**src/rtl/control_sequencer.sv**
```systemverilog
// Instruction sequencer: fetch, multi-cycle execute with memory wait states,
// interrupt entry and halt.
module control_sequencer #(
  parameter int INSTR_W  = 16,
  parameter int OPC_W    = 6,
  parameter int EXEC_MAX = 3
) (
  input  logic               clk,
  input  logic               reset,
  input  logic [INSTR_W-1:0] instruction,
  input  logic               mem_ready,
  input  logic               irq,
  input  logic               int_en,
  output logic [1:0]         state,
  output logic [2:0]         exec_cnt,
  output logic               ir_en,
  output logic               pc_cnt_en,
  output logic               pc_sload,
  output logic               sm_extra,
  output logic               irq_ack,
  output logic               halted,
  output logic [OPC_W-1:0]   decoder_opcode
);

  typedef enum logic [1:0] {
    FETCH = 2'b00,
    EXEC  = 2'b10,
    IRQ   = 2'b01,
    HALT  = 2'b11
  } state_e;

  localparam logic [2:0] ExecMax = 3'(EXEC_MAX);

  state_e             state_q, state_d;
  logic [2:0]         cnt_q, cnt_d;
  logic [INSTR_W-1:0] ir_q;
  logic [3:0]         cls;
  logic [2:0]         lenRaw, execLen;
  logic               isStp, lastCycle, takeIrq;
  logic               unusedIrBits;

  assign cls   = ir_q[INSTR_W-1 -: 4];
  assign isStp = (cls == 4'hF) && (ir_q[INSTR_W-5 -: 7] == 7'd0) && ir_q[INSTR_W-12];
  assign takeIrq = irq && int_en;
  assign unusedIrBits = ^ir_q[INSTR_W-13:0];

  always_comb begin
    case (cls)
      4'b1110: lenRaw = 3'd2;
      4'b1101: lenRaw = 3'd3;
      4'b0110: lenRaw = 3'd2;
      default: lenRaw = 3'd1;
    endcase
    execLen = (lenRaw > ExecMax) ? ExecMax : lenRaw;
  end

  assign lastCycle = (state_q == EXEC) && (cnt_q == execLen);

  // The first execute cycle never waits; later ones stall until memory is ready.
  always_comb begin
    state_d = state_q;
    cnt_d   = cnt_q;
    case (state_q)
      FETCH: begin
        if (mem_ready) begin
          state_d = EXEC;
          cnt_d   = 3'd1;
        end
      end
      EXEC: begin
        if ((cnt_q == 3'd1) || mem_ready) begin
          if (cnt_q < execLen) begin
            cnt_d = cnt_q + 3'd1;
          end else begin
            cnt_d = 3'd0;
            if (takeIrq)    state_d = IRQ;
            else if (isStp) state_d = HALT;
            else            state_d = FETCH;
          end
        end
      end
      IRQ:     state_d = FETCH;
      HALT:    if (takeIrq) state_d = IRQ;
      default: state_d = FETCH;
    endcase
  end

  always_ff @(posedge clk) begin
    if (reset) begin
      state_q <= FETCH;
      cnt_q   <= 3'd0;
      ir_q    <= '0;
    end else begin
      state_q <= state_d;
      cnt_q   <= cnt_d;
      if (ir_en) ir_q <= instruction;
    end
  end

  assign state          = state_q;
  assign exec_cnt       = cnt_q;
  assign decoder_opcode = ir_q[INSTR_W-1 -: OPC_W];
  assign ir_en          = (state_q == FETCH) && mem_ready;
  assign pc_cnt_en      = (state_q == FETCH) && mem_ready;
  assign sm_extra       = (state_q == EXEC) && (cnt_q < execLen);
  assign pc_sload       = (state_q == IRQ) || (lastCycle && ((cls == 4'b1100) || (cls == 4'b1101)));
  assign irq_ack        = (state_q == IRQ);
  assign halted         = (state_q == HALT);

endmodule

```
**config.mk**
```make
export PLATFORM = sky130hd
export DESIGN_NAME = control_sequencer
export DESIGN_NICKNAME = d
export VERILOG_FILES = /design/src/rtl/control_sequencer.sv
export SDC_FILE = /design/constraint.sdc
export NUM_CORES = 1
export LEC_CHECK = 0
export CAP_MARGIN = 20
export CORE_MARGIN = 2
export CORE_UTILIZATION = 46
export CTS_CLUSTER_SIZE = 40
export DETAILED_ROUTE_END_ITERATION = 10
export PLACE_DENSITY_LB_ADDON = 0.1
export SLEW_MARGIN = 20
export SYNTH_ARGS = -nofsm -noshare
export SYNTH_HDL_FRONTEND = slang
export SYNTH_SLANG_ARGS = --single-unit
```
**constraint.sdc**
```tcl
create_clock -name clk -period 2.8 [get_ports clk]
set_input_delay 0.84 -clock clk [delete_from_list [all_inputs] [get_ports clk]]
set_output_delay 0.84 -clock clk [all_outputs]
set_load 0.05 [all_outputs]
```
Word level (Yosys, flattened, before mapping)
Cells that the tools add are included.
{"block": "totals", "wordCells": 49, "output_inout_bits": 17, "register_bits": 21, "in_bits": 21}
{"block": "classes", "muxes": 13, "reduce_logical": 16, "n_eq_ne": 14, "add_sub_neg": 1, "magnitude_cmp": 2}
{"op": "4-bit equality test, second input constant", "n": 4}
{"op": "2-bit 2-to-1 mux", "n": 6}
{"op": "3-bit 2-to-1 mux", "n": 4}
{"op": "2-bit case mux with 4 select lines", "n": 1}
{"op": "1-bit logical AND", "n": 7}
{"op": "7-bit zero test", "n": 1}
{"op": "3-bit case mux with 2 select lines", "n": 1}
{"op": "2-bit equality test, second input constant", "n": 2}
{"op": "4-bit by 3-bit equality test with 1-bit output, second input constant", "n": 1}
{"op": "2-bit by 1-bit inequality test with 1-bit output, second input constant", "n": 2}
{"op": "2-bit inequality test, second input constant", "n": 2}
{"op": "2-bit case mux with 2 select lines", "n": 1}
{"op": "4-bit AND reduction", "n": 1}
{"op": "3-bit by 1-bit adder with 3-bit output, second input constant", "n": 1}
{"op": "3-bit by 1-bit equality test with 1-bit output, second input constant", "n": 1}
{"op": "3-bit equality test", "n": 1}
{"op": "3-bit by 2-bit > comparator with 1-bit output, second input constant", "n": 1}
{"op": "1-bit logical OR", "n": 3}
{"op": "3-bit less-than comparator", "n": 1}
{"op": "3-bit AND reduction", "n": 1}
{"op": "2-bit by 1-bit equality test with 1-bit output, second input constant", "n": 1}
{"op": "2-bit zero test", "n": 1}
{"op": "2-bit nonzero test", "n": 1}
{"op": "2-bit OR reduction", "n": 1}

Depth between registers and ports, before layout
Gate-level depths: netlist of the first run.
{"block": "logic_depth", "ltp_word": 9, "depth_mapped": 7}

Worst setup path before layout of the first run
OpenSTA, ideal clock, no wires.
{"block": "synth_path", "path_kind": "register -> output", "start": "reg cnt_q[1] (netlist: exec_cnt[1])", "end": "out sm_extra", "stages_incl_launch_ff": 4, "arrival_ns": 2.165, "setup_slack_ns": -0.205, "cell_sequence": "dfxtp_1 > ha_1 > nor2b_1 > nor4_2"}
{"block": "synth_via", "elab_chain_cells": 2}
{"item": "from (decl)", "line_no": "35", "source": "logic [2:0] cnt_q, cnt_d;"}
{"item": "from (signal assigned)", "line_no": "95", "source": "cnt_q <= cnt_d;"}
{"item": "3-bit less-than comparator", "line_no": "105", "source": "assign sm_extra = (state_q == EXEC) && (cnt_q < execLen);"}
{"item": "1-bit logical AND", "line_no": "105"}
{"item": "to (decl)", "line_no": "19", "source": "output logic sm_extra,"}
No other way between the ends.

Worst setup path after layout of the first run
{"block": "layout_path", "start": "reg ir_q[12]", "end": "out sm_extra"}
{"block": "layout_via", "elab_chain_cells": 7, "elab_cells_between_ends": 9, "cone_classes": "2 x order compare; 3 x eq/ne; 2 x mux; 2 x reduce/logical"}
{"item": "from (decl)", "line_no": "36", "source": "logic [INSTR_W-1:0] ir_q;"}
{"item": "from (signal assigned)", "line_no": "96", "source": "if (ir_en) ir_q <= instruction;"}
{"item": "4-bit by 3-bit equality test with 1-bit output / 4-bit equality test (equally long branches)", "line_no": "48", "source": "case (cls)"}
{"item": "2-bit OR reduction (no line)"}
{"item": "2-bit case mux with 2 select lines *", "line_no": "48"}
{"item": "3-bit by 2-bit > comparator with 1-bit output", "line_no": "54", "source": "execLen = (lenRaw > ExecMax) ? ExecMax : lenRaw;"}
{"item": "3-bit 2-to-1 mux *", "line_no": "54"}
{"item": "3-bit less-than comparator *", "line_no": "105"}
{"item": "1-bit logical AND *", "line_no": "105"}
Every way passes the cells marked *; elsewhere a longest branch is shown, timed or not.

==> results of run 1 <==
[cell usage in the layout (no fill, tap or decap), drive strengths merged, types with 2 or more instances in the layout]
master and n:
ha 4, and3b 2, clkinv 2, clkbuf 3, a21oi 15, buf 17, nand2 27, nor4 2
nor2 3, nand2b 2, nor2b 3, inv 5, clkdlybuf4s50 28, dfxtp 17, o21ai 5
[logic make-up after synthesis]
family,share of synthesized area
AO/OA/AOI/OAI,0.196
buffers and inverters,0.124
flip-flops,0.350
AND/OR/NAND/NOR,0.279
adder cells (fa/ha/maj),0.0515
[power by group through the flow]
stage | Sequential, µW | Clock, µW | Combinational, µW
floorplan | 285 | 0 | 116
finish | 272 | 136 | 207
detailed placement | 276 | 0 | 194
CTS | 271 | 141 | 202
global route | 274 | 149 | 221
global placement | 276 | 0 | 191
[registers in the layout, indices dropped and copies added, names as in the netlist]
register,flops
exec_cnt,3
ir_q,12
state,2
[area by class of cell]
| type | count | area (µm²) |
|---|---|---|
| fillers | 159 | 542 |
| well taps | 27 | 33.8 |
| clock inverters | 1 | 5.00 |
| clock buffers | 3 | 22.5 |
| inverters | 6 | 27.5 |
| flip-flops and latches | 17 | 347 |
| multi-input cells | 79 | 538 |
| repair buffers | 46 | 467 |
[path summary, 6_finish.rpt]
check / startpoint / endpoint / slack [ns] / depth (start not counted)
setup / recovery: ir_q[12] / sm_extra / 0.1 / 6
hold / removal: ir_q[7] / ir_q[7] / 0.46 / 2
setup reg to reg: ir_q[12] / exec_cnt[1] / 0.84 / 9
hold reg to reg: ir_q[7] / ir_q[7] / 0.46 / 2
[per-layer routing]
layer | vias up | share of wire | GRT usage | routed length (µm)
li1 | 458 | - | - | -
met3 | 4 | 0.047 | 0.0394 | 100
met5 | - | 0 | 0 | 0
met4 | 0 | 0.0095 | 0.0648 | 20
met1 | 395 | 0.43 | 0.230 | 914
met2 | 26 | 0.51 | 0.324 | 1070
[metrics by stage]
stage               hold WS (ns)  utilization  total power [µW]
floorplan                  0.436            -               401
global placement           0.442        0.682               467
detailed placement         0.449        0.682               470
CTS                        0.464        0.713               614
global route               0.492        0.727               644
finish                     0.459        0.727               614
[worst register-to-register path, cell delays in order, from the launching register on]
cell and delay (ns):
dfxtp_4 0.38, and3b_1 0.17, o21ai_1 0.13, ha_1 0.26
nor2b_4 0.15, nor4_4 0.29, buf_4 0.17, buf_4 0.10
nand3b_1 0.07, a21oi_1 0.15
[timing repair]
action / in CTS / in global routing
setup buffers: 3 / 2
endpoints found under the setup margin: 3 / 1
cloned: 0 / 0
pin swaps: 2 / 3
gates resized for setup: 9 / 3
==> results.yml, run 1 <==
synthesis:
  ys_types: 38
  synth_edf_count: 0
  ys_ff_latch: 17
  synthArstFlopShare: 0
  synth_warnings: 0
  synth_area_um2: 972
  yosysSeqAreaShare: 0.350
  avgSynthCellArea_um2: 8.53
  synth_nets: 139
  synthCells: 114
  synth_top_area_cell: "dfxtp_1"
  yosysMostFrequentCell: "nand2_1"
  synth_area_leaders: "dfxtp_1 (35%), a21oi_2 (8.1%), nand2_1 (6.9%), nand2_2 (5.8%), buf_4 (5.4%)"
  dominantRegCellSynth: "dfxtp_1"
  synthTopCellsByCount: "nand2_1 (18), dfxtp_1 (17), a21oi_2 (9), nand2_2 (9), buf_4 (7)"
  synth_top_cell_area_share: 0.350
finish:
  finalInstanceArea_mm2: 0.00144
  insertedDiodeCount: 0
  drive_gt1_frac: 0.322
  nets: 178
  fin_cells: 179
  syn_to_final_growth_pct: 48.1
run:
  cap_violations: 0
power:
  p_sw_frac: 0.338
  p_per_area_mw_per_mm2: 427
  power.switching_uw: 207
  seqPwrFrac: 0.443
  ir_worst_vdd_v: 0.000310
  p_leak_uw: 0.000567
  clkPwrFrac: 0.221
  combPwrFrac: 0.336
  intPower_uw: 407
die:
  fp-row-count: 16
  initial_utilization: 0.491
  fp.coreArea_mm2: 0.00198
  dieArea_mm2: 0.00250
  die_h_um: 50.0
  die_w_um: 50.0
  num_io_pins: 38
sta:
  layout_setup_ws_ns: 0.0973
  slew_viol_final: 0
  setup_viol: 0
  fin_crit_sh: 0.965
  post-route-min-period_ns: 2.70
  fin_tns_setup_ns: 0
  hold_violations: 0
  worstMarginPinSlew_ns: 0.494
  skew_ns: 0.00104
  fmax_mhz: 370
  relSlewSlack: 0.669
grt:
  grt_overflow_total: 0
  grt_pass1_wl_um: 3640
  grt_start_max_net_pins: 13
  grt_usage: 0.188
  antenna_found_initial: 0
  grt_pass1_vias: 826
placement:
  place_area_mm2: 0.00135
  dp_slack_ns: -0.0493
  dp_cells: 170
  numPortBuffers: 33
  gp_congestion: 0.808
  hpwl_um: 1570
route:
  vias_per_cell: 4.93
  wl_per_cell_um: 11.8
  num_vias: 883
  firstDrtPassIters: 4
  drc_errors: 0
  drt-total-wl_um: 2110
  ant_nets: 0
  drt_iter0_markers: 14
clock_network:
  clkSlewWorstSetupHoldPaths_ns: 0.10
  htreeDepth: 1
  numCtsBuffers: 3
  cts_tree: "done"
  clock-sinks: 17
  ctsRootBufferMaster: "clkbuf_4"
  hold_buffers: 0
  clockBufferDepth: 2
  worstSkewPairLatency_ns: 0.29
setup_path:
  required_ns: 1.96
  cp_slowest_stage_delay_ns: 0.38
  startpoint_type: "flip-flop"
  crit_path_top_delay_cell: "dfxtp_4"
  arrival_ns: 1.86
  crit_chain: "and3b_1 > o21ai_1 > ha_1 > nor2b_4 > nor4_4 > buf_12"
  crit_type: "flip-flop to output pin"
  end_kind: "output pin"
  cp_max_fo: 5
  cp_top_family: "simple AND/OR/NAND/NOR gates"
  critical_path_buf_inv_count: 1
status:
  status: "finished clean"
min_path:
  hp-class: "flip-flop to flip-flop"
Note: power is estimated with default switching activity, not from simulation.
==> run 2, diff against run 1 <==
Settings changed: TNS_END_PERCENT from default to 5.
==> results.yml, run 2 (synthesized netlist as in run 1, its figures left out) <==
sta:
  setup_viol: 0
  skew_ns: 0.00372
  slew_viol_final: 0
  grt_setup_unrepaired: "true"
  whs_ns: 0.462
  hold_violations: 0
  fin_crit_sh: 0.967
  relSlewSlack: 0.665
  fmax_mhz: 369
  layout_setup_ws_ns: 0.0915
  post-route-min-period_ns: 2.71
  worstMarginPinSlew_ns: 0.501
clock_network:
  clkSlewWorstSetupHoldPaths_ns: 0.10
  cts_tree: "done"
  clock-sinks: 17
  clockBufferDepth: 2
  hold_buffers: 0
  numCtsBuffers: 3
  worstSkewPairLatency_ns: 0.28
  ctsRootBufferMaster: "clkbuf_4"
  htreeDepth: 1
power:
  power_uw: 598
  ir_worst_vdd_v: 0.000292
  p_per_area_mw_per_mm2: 430
  p_leak_uw: 0.000540
setup_path:
  worstReg2RegStart: "ir_q[13]"
  crit_chain: "and3b_1 > o21ai_1 > ha_1 > nor2b_4 > nor4_4 > buf_12"
  crit_type: "flip-flop to output pin"
  cp_max_fo: 6
  startpoint_type: "flip-flop"
  end_kind: "output pin"
  cp_slowest_stage_delay_ns: 0.36
  timing.rr.end: "exec_cnt[1]"
  cp_top_family: "simple AND/OR/NAND/NOR gates"
  arrival_ns: 1.87
  rrSetupSlack_ns: 0.93
  required_ns: 1.96
  crit_path_top_delay_cell: "dfxtp_4"
  cp.depth: 6
  crit_path_end: "sm_extra"
  cp-startpoint: "ir_q[13]"
  reg2regPathDepth: 8
  critical_path_buf_inv_count: 1
placement:
  numPortBuffers: 33
  hpwl_um: 1530
  dp_cells: 169
  dp_slack_ns: -0.0355
  gp_congestion: 0.803
route:
  drc_errors: 0
  drt-total-wl_um: 2080
  drt_iter0_markers: 15
  wl_per_cell_um: 12.0
  firstDrtPassIters: 5
  ant_nets: 0
  num_vias: 882
  vias_per_cell: 5.07
finish:
  regMostFlops: "ir_q"
  drive_gt1_frac: 0.286
  layout_commonest_cell: "clkdlybuf4s50_1"
  syn_to_final_growth_pct: 43.1
  nets: 173
  fin_cells: 174
  nFillCells: 167
  insertedDiodeCount: 0
  layout_common_cells: "clkdlybuf4s50_1 (27), nand2_1 (18), dfxtp_1 (14)"
  largest_reg_flops: 12
status:
  status: "finished clean"
die:
  die_w_um: 50.0
  dieArea_mm2: 0.00250
  fp.coreArea_mm2: 0.00198
  num_io_pins: 38
  die_h_um: 50.0
  initial_utilization: 0.491
  fp-row-count: 16
min_path:
  hp-class: "flip-flop to flip-flop"
grt:
  grt_pass1_vias: 781
  grt_overflow_total: 0
  grt_pass1_wl_um: 3370
  grt_usage: 0.173
  grt_start_max_net_pins: 13
  antenna_found_initial: 0
run:
  cap_violations: 0
[run 2: power by group]
part	internal, µW	switching, µW
logic	91.5	108
clock network	55.2	71.5
registers	256	15.5
total	403	195
[run 2: cell type report]
class	count	area [µm²]	area share
timing repair buffer	41	427	0.307
sequential	17	347	0.249
multi-input combinational	79	531	0.381
tap	27	33.8	0.0243
inverter	6	27.5	0.0198
clock buffer	4	26.3	0.0189
[run 2: worst min-delay path by stage]
stage / start / end / slack, ns / cells past startpoint
CTS: ir_q[7] / ir_q[7] / 0.47 / 2
global placement: ir_q[6] / ir_q[6] / 0.44 / 2
global route: ir_q[9] / ir_q[9] / 0.49 / 2
detailed placement: ir_q[7] / ir_q[7] / 0.45 / 2
floorplan: ir_q[6] / ir_q[6] / 0.44 / 2
finish: ir_q[7] / ir_q[7] / 0.46 / 2
[run 2: through the flow]
step,cell area [µm²],setup TNS [ns],utilization
after global routing,1390,-0.0176,0.702
after CTS,1370,0,0.690
final,1390,0,0.702
after global placement,1340,-0.0601,0.676
after detailed placement,1340,-0.0702,0.676
after floorplan,981,-0.0200,-
[run 2: what timing repair did]
action	in CTS	in global routing
hold endpoints to repair	0	0
setup buffers	0	1
resized for setup	2	8
cloned	0	0
setup endpoints to repair	3	2
pin swaps	1	2
[run 2: routing by layer]
metal  part of all wire  wire [µm]  track usage
met4             0.0048         10       0.0417
met1               0.45        944        0.226
met3              0.050        104       0.0394
met5                  0          0            0
met2               0.49       1020        0.287
[run 2: tightest hold or removal path: cells and delay by family (launching register included)]
family | cells | cell delay, ns
AO/OA/AOI/OAI | 1 | 0.05
flip-flops | 1 | 0.32
AND/OR/NAND/NOR | 1 | 0.05
==> run 3, diff against run 2 <==
Settings changed: CORE_ASPECT_RATIO from default to 1.25, CORE_UTILIZATION 46 to 42.
Clock period 2.8 ns to 3 ns, I/O delays scaled along.
==> results.yml, run 3 (synthesized netlist as in run 1, its figures left out) <==
grt:
  grt_pass1_vias: 809
  grt_pass1_wl_um: 3370
  antenna_found_initial: 0
  grt_overflow_total: 0
  grt_start_max_net_pins: 13
  grt_usage: 0.169
power:
  combPwrFrac: 0.326
  p_per_area_mw_per_mm2: 402
  ir_worst_vdd_v: 0.000308
  intPower_uw: 372
  p_leak_uw: 0.000516
  clkPwrFrac: 0.214
  power.switching_uw: 178
  seqPwrFrac: 0.460
  p_sw_frac: 0.323
setup_path:
  cp_max_fo: 5
  crit_chain: "clkdlybuf4s50_1 > inv_1 > or3_4 > inv_4 > buf_12"
  arrival_ns: 2.05
  cp_top_family: "buffers and inverters"
  startpoint_type: "input pin"
  crit_type: "input pin to output pin"
  critical_path_buf_inv_count: 4
  required_ns: 2.10
  crit_path_top_delay_cell: "clkdlybuf4s50_1"
  cp_slowest_stage_delay_ns: 0.47
  end_kind: "output pin"
die:
  dieArea_mm2: 0.00272
  fp.coreArea_mm2: 0.00219
  die_h_um: 57.8
  fp-row-count: 19
  die_w_um: 47.0
  num_io_pins: 38
  initial_utilization: 0.445
finish:
  drive_gt1_frac: 0.241
  layout_common_cells: "clkdlybuf4s50_1 (29), nand2_1 (18), dfxtp_1 (16)"
  regMostFlops: "ir_q"
  post-route-util: 0.625
  insertedDiodeCount: 0
  syn_to_final_growth_pct: 40.7
  layout_commonest_cell: "clkdlybuf4s50_1"
  largest_reg_flops: 12
  nets: 171
sta:
  fmax_mhz: 339
  post-route-min-period_ns: 2.95
  worstMarginPinSlew_ns: 0.512
  fin_crit_sh: 0.983
  fin_tns_setup_ns: 0
  skew_ns: 0.00263
  setup_viol: 0
  relSlewSlack: 0.657
  hold_violations: 0
  slew_viol_final: 0
clock_network:
  cts_tree: "done"
  htreeDepth: 1
  worstSkewPairLatency_ns: 0.28
  numCtsBuffers: 3
  ctsRootBufferMaster: "clkbuf_4"
  clockBufferDepth: 2
  clkSlewWorstSetupHoldPaths_ns: 0.09
  hold_buffers: 0
  clock-sinks: 17
route:
  drc_errors: 0
  num_vias: 881
  firstDrtPassIters: 6
  ant_nets: 0
  drt_iter0_markers: 18
  wl_per_cell_um: 11.0
  vias_per_cell: 5.01
  drt-total-wl_um: 1930
min_path:
  hp-class: "flip-flop to flip-flop"
placement:
  gp_congestion: 0.842
  hpwl_um: 1530
  numPortBuffers: 33
status:
  status: "finished clean"
run:
  cap_violations: 0
-- run 3: cell count changes in the layout (fill, tap and decap cells not counted), sizes merged --
cell,previous run,this run
dlygate4sd2,1,0
clkinv,1,0
buf,13,10
inv,5,6
clkdlybuf4s50,27,29
-- run 3: metal layers --
layer / vias to the layer above / GRT usage / wire (µm) / share of wire
li1: 444 / - / - / -
met4: 0 / 0.0595 / 16 / 0.0083
met2: 26 / 0.288 / 994 / 0.52
met3: 2 / 0.0405 / 97 / 0.050
met1: 409 / 0.200 / 821 / 0.43
met5: - / 0 / 0 / 0
-- run 3: power groups by stage --
stage | Sequential (µW) | Clock [µW] | Combinational, µW
CTS | 253 | 125 | 180
detailed placement | 258 | 0 | 179
global placement | 258 | 0 | 177
global route | 256 | 136 | 194
floorplan | 266 | 0 | 108
finish | 253 | 118 | 179
-- run 3: path summary, 6_finish.rpt --
path	start	endpoint	slack [ns]	cells after the start
worst max-delay path	mem_ready	ir_en	0.05	5
worst min-delay path	ir_q[6]	ir_q[6]	0.46	2
worst max register to register	ir_q[13]	exec_cnt[0]	1.11	6
worst min register to register	ir_q[6]	ir_q[6]	0.46	2
-- run 3: what timing repair did --
item                                    in CTS  in global routing
buffers inserted                             0                  0
endpoints found under the hold margin        0                  0
gates resized for setup                      0                  2
endpoints found under the setup margin       0                  3
-- run 3: stage by stage --
step	cells	power, µW	setup slack, ns	area [µm²]	hold WS [ns]
after global routing	176	586	-0.00244	1370	0.485
after detailed placement	172	438	0.0502	1340	0.457
after CTS	176	558	0.0346	1370	0.471
final	176	550	0.0495	1370	0.465
after floorplan	114	374	0.120	981	0.436
after global placement	172	435	0.0459	1340	0.442
-- run 3: worst register-to-register path: stages (launching register included) --
cell	delay (ns)
dfxtp_2	0.37
and3b_1	0.17
o21ai_0	0.15
ha_1	0.26
nor2b_1	0.19
or4_1	0.40
a311oi_1	0.25
-- run 3: cell type report --
class | instances | area [µm²]
Tap cell | 31 | 38.8
Sequential cell | 17 | 342
Multi-Input combinational cell | 79 | 520
Inverter | 6 | 25.0
Clock buffer | 4 | 26.3
Fill cell | 206 | 820
Timing Repair Buffer | 39 | 415
